`config.mk`:
```
export PLATFORM = sky130hd
export DESIGN_NAME = spi_flash_responder
export DESIGN_NICKNAME = d
export VERILOG_FILES = /design/src/rtl/spi_flash_responder.sv
export SDC_FILE = /design/constraint.sdc
export NUM_CORES = 1
export LEC_CHECK = 0
export ABC_AREA = 1
export BUFFER_PORTS_ARGS = -buffer_cell sky130_fd_sc_hd__buf_2
export CAP_MARGIN = 15
export CORE_AREA = 2 2 150 152
export CTS_CLUSTER_DIAMETER = 30
export DETAILED_ROUTE_END_ITERATION = 16
export DIE_AREA = 0 0 152 154
export GPL_TIMING_DRIVEN = 0
export SYNTH_ARGS = -nofsm -noshare
export SYNTH_HDL_FRONTEND = slang
export SYNTH_SLANG_ARGS = --single-unit
```
`constraint.sdc`:
```
create_clock -name clk -period 4.5 [get_ports clk]
set_input_delay 0.45 -clock clk [delete_from_list [all_inputs] [get_ports clk]]
set_output_delay 0.45 -clock clk [all_outputs]
set_load 0.005 [all_outputs]
```
`src/rtl/spi_flash_responder.sv`:
```
`default_nettype none
// ============================================================================
// Module      : spi_flash_responder
// Description : SPI mode-0 target emulating a serial flash command subset
//               (READ 03, PP 02, WREN 06, WRDI 04, RDSR 05, RDID 9F) on top of
//               a simple synchronous byte memory port. All SPI pins are
//               oversampled into clk; nothing is clocked by spi_sclk.
//               Optional feature macro: SPI_FLASH_RESP_FAST_READ_EN enables
//               FAST READ (0B) with 8 dummy clocks.
// Revision    : 1.0 - initial release
// ============================================================================
module spi_flash_responder #(
    parameter int          ADDR_W   = 24,
    parameter logic [23:0] JEDEC_ID = 24'hEF4016,
    parameter int          SYNC     = 2
) (
    input  logic              clk,
    input  logic              resetn,
    input  logic              spi_csel,
    input  logic              spi_sclk,
    input  logic              spi_mosi,
    output logic              spi_miso,
    output logic              spi_miso_oe,
    output logic [ADDR_W-1:0] mem_addr,
    output logic              mem_rd,
    input  logic [7:0]        mem_rdata,
    output logic              mem_wr,
    output logic [7:0]        mem_wdata,
    output logic              wel
);

`ifdef SPI_FLASH_RESP_FAST_READ_EN
    localparam logic c_FAST_READ = 1'b1;
`else
    localparam logic c_FAST_READ = 1'b0;
`endif

    localparam logic [3:0] c_ST_IDLE   = 4'd0;
    localparam logic [3:0] c_ST_CMD    = 4'd1;
    localparam logic [3:0] c_ST_ADDR   = 4'd2;
    localparam logic [3:0] c_ST_RD     = 4'd3;
    localparam logic [3:0] c_ST_ID     = 4'd4;
    localparam logic [3:0] c_ST_STAT   = 4'd5;
    localparam logic [3:0] c_ST_PP     = 4'd6;
    localparam logic [3:0] c_ST_IGNORE = 4'd7;
    localparam logic [3:0] c_ST_DUMMY  = 4'd8;

    localparam logic [1:0] c_OP_READ = 2'd0;
    localparam logic [1:0] c_OP_PP   = 2'd1;
    localparam logic [1:0] c_OP_FAST = 2'd2;

    logic [SYNC-1:0]   r_sclk_sync;
    logic [SYNC-1:0]   r_csel_sync;
    logic [SYNC-1:0]   r_mosi_sync;
    logic              r_sclk_prev;
    logic              r_csel_prev;

    logic [3:0]        r_state;
    logic [3:0]        w_state_next;

    logic [2:0]        r_bitcnt;
    logic [6:0]        r_rx;
    logic [22:0]       r_addr_sr;
    logic [7:0]        r_tx;
    logic [1:0]        r_byte_idx;
    logic [1:0]        r_op;
    logic              r_pp_done;
    logic              r_rd_wait;
    logic              r_miso;
    logic              r_wel;
    logic              r_mem_rd;
    logic              r_mem_wr;
    logic [ADDR_W-1:0] r_mem_addr;
    logic [7:0]        r_mem_wdata;

    logic              w_sclk_s;
    logic              w_csel_s;
    logic              w_mosi_s;
    logic              w_csel_fall;
    logic              w_csel_rise;
    logic              w_rise_ok;
    logic              w_fall_ok;
    logic              w_byte_done;
    logic [7:0]        w_rx_next;
    logic [23:0]       w_addr_full;
    logic [ADDR_W-1:0] w_addr_load;
    logic [7:0]        w_stat;
    logic [7:0]        w_id_byte;

    assign w_sclk_s    = r_sclk_sync[SYNC-1];
    assign w_csel_s    = r_csel_sync[SYNC-1];
    assign w_mosi_s    = r_mosi_sync[SYNC-1];
    assign w_csel_fall = r_csel_prev & ~w_csel_s;
    assign w_csel_rise = ~r_csel_prev & w_csel_s;
    // A chip-select edge in the same clk masks any sclk edge.
    assign w_rise_ok   = w_sclk_s & ~r_sclk_prev & ~w_csel_rise & ~w_csel_fall
                         & (r_state != c_ST_IDLE);
    assign w_fall_ok   = ~w_sclk_s & r_sclk_prev & ~w_csel_rise & ~w_csel_fall
                         & (r_state != c_ST_IDLE);
    assign w_byte_done = w_rise_ok & (r_bitcnt == 3'd7);
    assign w_rx_next   = {r_rx, w_mosi_s};
    assign w_addr_full = {r_addr_sr, w_mosi_s};
    assign w_stat      = {6'b0, r_wel, 1'b0};
    assign w_id_byte   = (r_byte_idx == 2'd1) ? JEDEC_ID[15:8] :
                         (r_byte_idx == 2'd2) ? JEDEC_ID[7:0]  : 8'h00;

    // Received 24-bit address fitted to the memory address width.
    generate
        if (ADDR_W > 24) begin : g_addr_wide
            assign w_addr_load = {{(ADDR_W-24){1'b0}}, w_addr_full};
        end else begin : g_addr_fit
            assign w_addr_load = w_addr_full[ADDR_W-1:0];
        end
    endgenerate

    // Pin synchronisers and previous-sample registers for edge detection.
    always_ff @(posedge clk or negedge resetn) begin
        if (!resetn) begin
            r_sclk_sync <= '0;
            r_csel_sync <= '1;
            r_mosi_sync <= '0;
            r_sclk_prev <= 1'b0;
            r_csel_prev <= 1'b1;
        end else begin
            r_sclk_sync <= {r_sclk_sync[SYNC-2:0], spi_sclk};
            r_csel_sync <= {r_csel_sync[SYNC-2:0], spi_csel};
            r_mosi_sync <= {r_mosi_sync[SYNC-2:0], spi_mosi};
            r_sclk_prev <= w_sclk_s;
            r_csel_prev <= w_csel_s;
        end
    end

    // FSM state register.
    always_ff @(posedge clk or negedge resetn) begin
        if (!resetn) begin
            r_state <= c_ST_IDLE;
        end else begin
            r_state <= w_state_next;
        end
    end

    // FSM next-state: chip-select edges first, then byte-boundary decisions.
    always_comb begin
        w_state_next = r_state;
        if (w_csel_fall) begin
            w_state_next = c_ST_CMD;
        end else if (w_csel_rise) begin
            w_state_next = c_ST_IDLE;
        end else if (w_byte_done) begin
            case (r_state)
                c_ST_CMD: begin
                    case (w_rx_next)
                        8'h9F:   w_state_next = c_ST_ID;
                        8'h05:   w_state_next = c_ST_STAT;
                        8'h03:   w_state_next = c_ST_ADDR;
                        8'h02:   w_state_next = r_wel ? c_ST_ADDR : c_ST_IGNORE;
                        8'h0B:   w_state_next = c_FAST_READ ? c_ST_ADDR : c_ST_IGNORE;
                        default: w_state_next = c_ST_IGNORE;
                    endcase
                end
                c_ST_ADDR: begin
                    if (r_byte_idx == 2'd2) begin
                        if (r_op == c_OP_PP) begin
                            w_state_next = c_ST_PP;
                        end else if (r_op == c_OP_FAST) begin
                            w_state_next = c_ST_DUMMY;
                        end else begin
                            w_state_next = c_ST_RD;
                        end
                    end
                end
                c_ST_DUMMY: w_state_next = c_ST_RD;
                default:    w_state_next = r_state;
            endcase
        end
    end

    // FSM outputs: miso is driven only in data-returning states while selected.
    always_comb begin
        spi_miso_oe = 1'b0;
        if (!w_csel_s) begin
            case (r_state)
                c_ST_RD, c_ST_ID, c_ST_STAT, c_ST_DUMMY: spi_miso_oe = 1'b1;
                default:                                 spi_miso_oe = 1'b0;
            endcase
        end
    end

    // Datapath: bit shifting, memory strobes, tx loading and write-enable latch.
    always_ff @(posedge clk or negedge resetn) begin
        if (!resetn) begin
            r_bitcnt    <= 3'd0;
            r_rx        <= 7'd0;
            r_addr_sr   <= 23'd0;
            r_tx        <= 8'd0;
            r_byte_idx  <= 2'd0;
            r_op        <= c_OP_READ;
            r_pp_done   <= 1'b0;
            r_rd_wait   <= 1'b0;
            r_miso      <= 1'b0;
            r_wel       <= 1'b0;
            r_mem_rd    <= 1'b0;
            r_mem_wr    <= 1'b0;
            r_mem_addr  <= '0;
            r_mem_wdata <= 8'd0;
        end else begin
            r_mem_rd  <= 1'b0;
            r_mem_wr  <= 1'b0;
            r_rd_wait <= r_mem_rd;
            // Page program advances within the 256-byte page after each write.
            if (r_mem_wr) begin
                r_mem_addr[7:0] <= r_mem_addr[7:0] + 8'd1;
            end
            if (w_csel_fall) begin
                r_bitcnt   <= 3'd0;
                r_tx       <= 8'd0;
                r_miso     <= 1'b0;
                r_byte_idx <= 2'd0;
                r_pp_done  <= 1'b0;
            end else if (w_csel_rise) begin
                r_bitcnt <= 3'd0;
                if ((r_state == c_ST_PP) && r_pp_done) begin
                    r_wel <= 1'b0;
                end
            end else if (r_state != c_ST_IDLE) begin
                // Read data is used only if the transaction is still in RD.
                if (r_rd_wait && (r_state == c_ST_RD)) begin
                    r_tx <= mem_rdata;
                end
                if (w_rise_ok) begin
                    r_rx     <= w_rx_next[6:0];
                    r_bitcnt <= r_bitcnt + 3'd1;
                    if (r_state == c_ST_ADDR) begin
                        r_addr_sr <= w_addr_full[22:0];
                    end
                    if (w_byte_done) begin
                        case (r_state)
                            c_ST_CMD: begin
                                case (w_rx_next)
                                    8'h9F: begin
                                        r_tx       <= JEDEC_ID[23:16];
                                        r_byte_idx <= 2'd1;
                                    end
                                    8'h05:   r_tx  <= w_stat;
                                    8'h06:   r_wel <= 1'b1;
                                    8'h04:   r_wel <= 1'b0;
                                    8'h02:   r_op  <= c_OP_PP;
                                    8'h0B:   r_op  <= c_OP_FAST;
                                    default: r_op  <= c_OP_READ;
                                endcase
                            end
                            c_ST_ADDR: begin
                                r_byte_idx <= r_byte_idx + 2'd1;
                                if (r_byte_idx == 2'd2) begin
                                    r_mem_addr <= w_addr_load;
                                    if (r_op == c_OP_READ) begin
                                        r_mem_rd <= 1'b1;
                                    end
                                end
                            end
                            c_ST_ID: begin
                                r_tx <= w_id_byte;
                                if (r_byte_idx != 2'd3) begin
                                    r_byte_idx <= r_byte_idx + 2'd1;
                                end
                            end
                            c_ST_STAT: r_tx <= w_stat;
                            c_ST_RD: begin
                                r_mem_addr <= r_mem_addr + ADDR_W'(1);
                                r_mem_rd   <= 1'b1;
                            end
                            c_ST_DUMMY: r_mem_rd <= 1'b1;
                            c_ST_PP: begin
                                r_mem_wr    <= 1'b1;
                                r_mem_wdata <= w_rx_next;
                                r_pp_done   <= 1'b1;
                            end
                            default: r_bitcnt <= 3'd0;
                        endcase
                    end
                end
                if (w_fall_ok) begin
                    r_miso <= r_tx[7];
                    r_tx   <= {r_tx[6:0], 1'b0};
                end
            end
        end
    end

    assign spi_miso  = r_miso;
    assign mem_addr  = r_mem_addr;
    assign mem_rd    = r_mem_rd;
    assign mem_wr    = r_mem_wr;
    assign mem_wdata = r_mem_wdata;
    assign wel       = r_wel;

endmodule
`default_nettype wire
```
# Word level (Yosys, flattened, before mapping)
# Index checks and enable logic that the tools add are counted.
# word_totals
register_bits	95
in_bits	13
out_inout_bits	37
word_cells	181
# classes
add_sub_neg	4
eq_ne	26
n_mux	76
bitwise	18
reduce_logical	36
# ops
op	n
8-bit 2-to-1 mux	13
24-bit one-hot mux with 2 select lines	1
1-bit 2-to-1 mux	31
7-bit AND reduction	4
24-bit by 1-bit adder with 24-bit output, second input constant	1
8-bit by 3-bit == test with 1-bit output, second input constant	3
24-bit 2-to-1 mux	1
4-bit 2-to-1 mux	6
8-bit one-hot mux with 3 select lines	1
3-bit 2-to-1 mux	7
2-bit nonzero test	10
8-bit by 2-bit == test with 1-bit output, second input constant	2
8-bit one-hot mux with 2 select lines	1
2-bit 2-to-1 mux	7
4-bit by 3-bit == test with 1-bit output, second input constant	3
2-bit one-hot mux with 3 select lines	2
3-bit one-hot mux with 4 select lines	1
4-bit one-hot mux with 3 select lines	1
3-bit nonzero test	4
1-bit bitwise AND	11
5-bit AND reduction	2
8-bit by 1-bit adder with 8-bit output, second input constant	1
4-bit by 2-bit == test with 1-bit output, second input constant	2
8-bit by 4-bit == test with 1-bit output, second input constant	1
other kinds (28)	44

# Longest topological paths before layout
# depth
word_depth	13
ltp_mapped	12
depth_no_buf	12

# Least setup slack after synthesis
# Ideal clock, no wire load.
# synth_path
path_kind	register to register
startpoint	reg r_csel_sync[1]
endpoint	reg r_addr_sr[14]
setup_ps	125
arrival_time_ps	1847
required_ps	4375
path_slack_ps	2528
path_stages_with_launch	9
path_buffers	1
period_less_slack_ps	1972
cell_sequence	dfstp_2 > inv_1 > ha_1 > nor2_4 > nand3_4 > nor2_8 > nand2_4 > buf_6 > mux2_4
# synth_via
elab_chain_len	6
word_cells_on_any_way	9
classes_between	bitwise: 8; reduce/logical: 1
# synth_rtl
element	line	source
from (decl)	53	logic [SYNC-1:0] r_csel_sync;
from (signal assigned)	126	r_csel_sync <= {r_csel_sync[SYNC-2:0], spi_csel};
1-bit bitwise AND or 1-bit NOT (tied branches)	94, 93	
1-bit NOT (no source line) or 1-bit bitwise AND (tied branches)	n/a	
1-bit bitwise AND or 1-bit NOT (tied branches)	n/a	
1-bit bitwise AND	96	assign w_rise_ok = w_sclk_s & ~r_sclk_prev & ~w_csel_rise & ~w_csel_fall
1-bit bitwise AND	97	& (r_state != c_ST_IDLE);
5-bit AND reduction (no source line) *	n/a	
to (signal assigned)	234	r_addr_sr <= w_addr_full[22:0];
to (decl)	63	logic [22:0] r_addr_sr;
# Mark *: on every way between the ends. The rest lies on a longest branch, timed or not.
# A chain may end at the register's enable or synchronous reset.

# Worst setup path after layout
# layout_path
startpoint	reg r_csel_sync[1]
endpoint	reg r_mem_addr[22] (netlist: mem_addr[22])
# layout_via
elab_chain_len	7
word_cells_on_any_way	10
classes_between	bitwise: 9; reduce/logical: 1
# layout_rtl
element	line	source
1-bit bitwise AND or 1-bit NOT (tied branches)	94, 93	
1-bit NOT (no source line) or 1-bit bitwise AND (tied branches)	n/a	
1-bit bitwise AND or 1-bit NOT (tied branches)	n/a	
1-bit bitwise AND	96	
1-bit bitwise AND	97	
1-bit bitwise AND	100	assign w_byte_done = w_rise_ok & (r_bitcnt == 3'd7);
7-bit AND reduction (no source line) *	n/a	
to (signal assigned)	255	r_mem_addr <= w_addr_load;
to (signal assigned)	269	r_mem_addr <= r_mem_addr + ADDR_W'(1);
to (decl)	73	logic [ADDR_W-1:0] r_mem_addr;
# Marked as above.

==> reports/metrics.sh <==
TIMING.FINAL.CRIT_PERIOD_NS=2.39
POWER_SWITCHING_uW=722
TIMING.CRITICAL_PATH.MODE_CELL='a21oi_1'
SYNTH_FLOP_CELL='dfrtp_1'
VIAS=4634
CTS.REPORTEDPATHS.CLKPINSLEW_NS=0.07
YS_ASYNC_SR_FRACTION_PCT=100
IO_BUFFER_COUNT=49
RUN_STATUS='finished, final reports clean'
SYNTH_COMMON_CELLS='nand2_1 (208), dfrtp_1 (92), inv_1 (82)'
POSTROUTEANTENNANETS=0
POWER.SHARE.SEQUENTIAL_PCT=43.0
TOTALWIRELENGTH_MICRONS=13800
YOSYS_WARNINGS=0
CLOCK_PATH_BUFFERS=2
REPORT.FINAL.SLEW_VIOL_COUNT=0
GRT_PASS1_WL_MICRONS=23100
DPL.HPWL_MICRONS=10300
DR.PASS1.ITERS=5
TRITONCTS.NUM_BUFFERS=9
ACTUAL_TRANSITION_AT_THE_WORST_MAX_TRANSITION_PIN_NS=0.676
POST-CTS-SETUP-BUFFERS=0
DIODES=0
CRIT_SLOWEST_CELL='dfstp_2'
CP_MAX_FO=10
IR_DROP_uV=160
REGTOREGSETUPSLACK_NS=2.11
CTS_MAX_LEVEL=3
CRITICAL_PATH.REG2REG.ENDPOINT='mem_addr[22]'
LEAKAGEPOWER_uW=0.00316
CRITICAL_PATH_REQUIRED_NS=4.73
CRITICAL_PATH_CLASS='flip-flop to flip-flop'
WIRE_PER_INST_MICRONS=13.1
SYN-CELL-AREA_SQ_UM=5360
NUMBER_OF_VIOLATIONS_OF_THE_MAX_CAPACITANCE_LIMIT=0
SYNTH_AREA_LEADER_CELL='dfrtp_1'
SYNTH-EDFF-COUNT=0
DIE_W_MICRONS=152
CP.DEPTH=9
TIMING.CRITICAL_PATH.SLOWEST_CELL_DELAY_NS=0.55
CTS_NUM_SINKS=95
ROUTE.DETAILED.DRC=0
CRIT_PATH_START_KIND='flip-flop'
INITIAL_CORE_UTIL_PCT=24.7
NUMBER_OF_ANTENNA_VIOLATIONS_AT_THE_FIRST_CHECK_IN_GLOBAL_ROUTING=0
SYNTHESIS.AREA_PER_INSTANCE_SQ_UM=7.57
SYNTH.NET_COUNT=733
POWER_SWITCHING_SHARE_PCT=30.7
NUM-FILL-CELLS=2304
FRACTION_OF_MET1_TRACKS_USED_BY_GLOBAL_ROUTING_PCT=16.6
SLEW_HEADROOM_PCT=54.6
NUMBER_OF_NETS_IN_THE_LAYOUT=794
SYNTH.DISTINCT_CELLS=43
POST-SYNTH-TOP-AREA-FRACTION_PCT=43.0
WORSTPATHBUFFERINVERTERCOUNT=3
VIAS_PER_CELL=4.40
POWER.TOTAL_uW=2360
FINAL.PERIOD_UTILIZATION_PCT=53.1
CRITICAL_PATH_CELL_LIST='inv_1 > ha_1 > nor2_4 > nand4_4 > inv_2 > nand3_2 > buf_4 > a21oi_1 > a21oi_1'
CTS_TREE='yes'
CELLINTERNALPOWER_uW=1630
WORST_SKEW_PAIR.LATE_LATENCY_NS=0.36
FLOORPLAN.IO_PINS=50
CLK_ROOT_BUFFER_CELL='clkbuf_16'
CRITICAL-PATH-TOP-DELAY-FAMILY='simple AND/OR/NAND/NOR gates'
DIE-AREA_SQ_UM=23400
NETLIST_INSTANCES=708
ENDPOINT='mem_addr[22]'
HOLD_CLASS='primary input to async pin'
SYNTH_SEQ_AREA_SHARE_PCT=44.4
PWR_DENSITY_CELL_nW_PER_UM2=372
SETUP-VIOLATIONS-FINAL=0
YOSYS.CELL_COUNT.TOP_TYPE='nand2_1'
CRITICAL_PATH_CAPTURE_POINT_TYPE='flip-flop'
TIMING_HOLD_VIOLATIONS_FINAL=0
FP.COREAREA_SQ_UM=21700
DIE_HEIGHT_MICRONS=154
MULTIINPUTGATEAREA_SQ_UM=2570
TIMING.CLOCK.SKEW_NS=0.00797
MET3_USAGE_GRT_PCT=3.04
HOLDBUFCOUNTCTS=0
POST-ROUTE-UTIL_PCT=29.2
GRT_MOST_USED_LAYER='met2'
GRT.OVERFLOW.TOTAL=0
P_COMB_SHARE_PCT=18.8
AREAGROWTHSYNTHTOFINISH_PCT=18.1
PLACEMENT_ROWS=54
WORST-ENDPOINT-ARRIVAL_NS=2.62
GRT_UTIL_ALL_LAYERS_PCT=12.2
GP_CONGESTION=0.882
WORST_SETUP_PATH_STARTPOINT='r_csel_sync[1]'
MAX_CLOCK_FREQ_MHz=418
SYNTH_TOP_CELLS_BY_AREA='dfrtp_1 (43%), nand2_1 (15%), inv_1 (5.7%), nor2_1 (5.2%), o21ai_0 (4.5%)'
RR_STARTPOINT='r_csel_sync[1]'
FIRST_GLOBAL_VIAS=4453
REG2REGPATHDEPTH=9
GRT_START_MAX_NET_PINS=70
DR.FIRST_ITER.DRC_COUNT=304
LAYOUT-DRIVE-GT1-SHARE_PCT=14.5
CTS-RESIZED-GATES=0
GRT_UTIL_MET2_PCT=19.0
SEQ_AREA_SQ_UM=2380
SYNTH-SEQ-CELLS=95
GRT_SETUP_UNREPAIRED='false'
POWER_FRAC_CLOCK_PCT=38.2
TNS_NS=0
-- final cells by class --
class,count,area share [%]
plain buffers,13,1.26
inverters,88,5.22
multi-input cells,512,40.6
well taps,280,5.53
flip-flops and latches,95,37.6
repair buffers,50,4.35
clock inverters,6,1.86
clock buffers,10,3.62
-- flip-flops by register name, summed over array words and instances, names as in the netlist, 2 cells and up --
signal and count:
mem_addr 24, r_byte_idx 2, r_csel_sync 2, r_sclk_sync 2, r_tx 8, r_op 2, mem_wdata 8, r_state 4
r_mosi_sync 2, r_rx 7, r_addr_sr 23, r_bitcnt 3
-- power groups by stage --
stage                     combinational, uW  sequential (uW)  clock, uW
after detailed placement                444             1030          0
final                                   442             1010        900
after CTS                               448             1010        918
after floorplan                         322             1010          0
after global placement                  436             1030          0
after global routing                    520             1030        959
-- worst min path at each step --
stage                        start        endpoint  slack (ns)  cells past startpoint
floorplan                   resetn     mem_addr[0]        0.15                      0
global placement    r_sclk_sync[0]  r_sclk_sync[1]        0.34                      0
detailed placement  r_sclk_sync[0]  r_sclk_sync[1]        0.34                      0
CTS                         resetn     mem_addr[2]        0.02                      1
global route                resetn     mem_addr[2]        0.04                      1
finish                      resetn     mem_addr[4]       0.008                      1
-- cell families (layout without fill, tap and decap cells) --
logic type / count (synthesis) / after routing / share of synthesized area, %
buf+inv: 101 / 167 / 7.66
xor+xnor: 7 / 7 / 1.14
compound gates: 123 / 123 / 12.2
flops: 95 / 95 / 44.4
mux: 12 / 12 / 2.99
fa+ha+maj: 12 / 12 / 2.80
simple gates: 358 / 358 / 28.8
-- per-layer routing --
layer  wire length [microns]  vias to the layer above
li1                        -                     2401
met1                    6710                     2121
met2                    6160                       94
met3                     687                       18
met4                     219                        0
met5                       0                        -
-- cells in the final DEF, fill, tap and decap left out, drive strengths merged, types with 3 or more instances in the layout --
| cell type | count |
|---|---|
| nand3 | 48 |
| mux2 | 11 |
| xor2 | 6 |
| clkbuf | 14 |
| a21oi | 35 |
| buf | 59 |
| or2 | 3 |
| o21ai | 74 |
| dfstp | 3 |
| nor2 | 82 |
| bufinv | 3 |
| a31oi | 4 |
| nand2 | 212 |
| o22ai | 3 |
| ha | 12 |
| inv | 88 |
| dfrtp | 92 |
| nand4 | 8 |
| nor3 | 4 |
-- stage by stage --
stage / setup WS [ns] / hold slack [ns] / instances / area [sq um]
floorplan: 2.53 / 0.154 / 708 / 5360
global placement: 1.91 / 0.335 / 1037 / 5960
detailed placement: 2.12 / 0.336 / 1038 / 5990
CTS: 2.11 / 0.0245 / 1054 / 6330
global route: 1.98 / 0.0402 / 1054 / 6330
finish: 2.11 / 0.00795 / 1054 / 6330
Note: power is estimated with default switching activity, not from simulation.
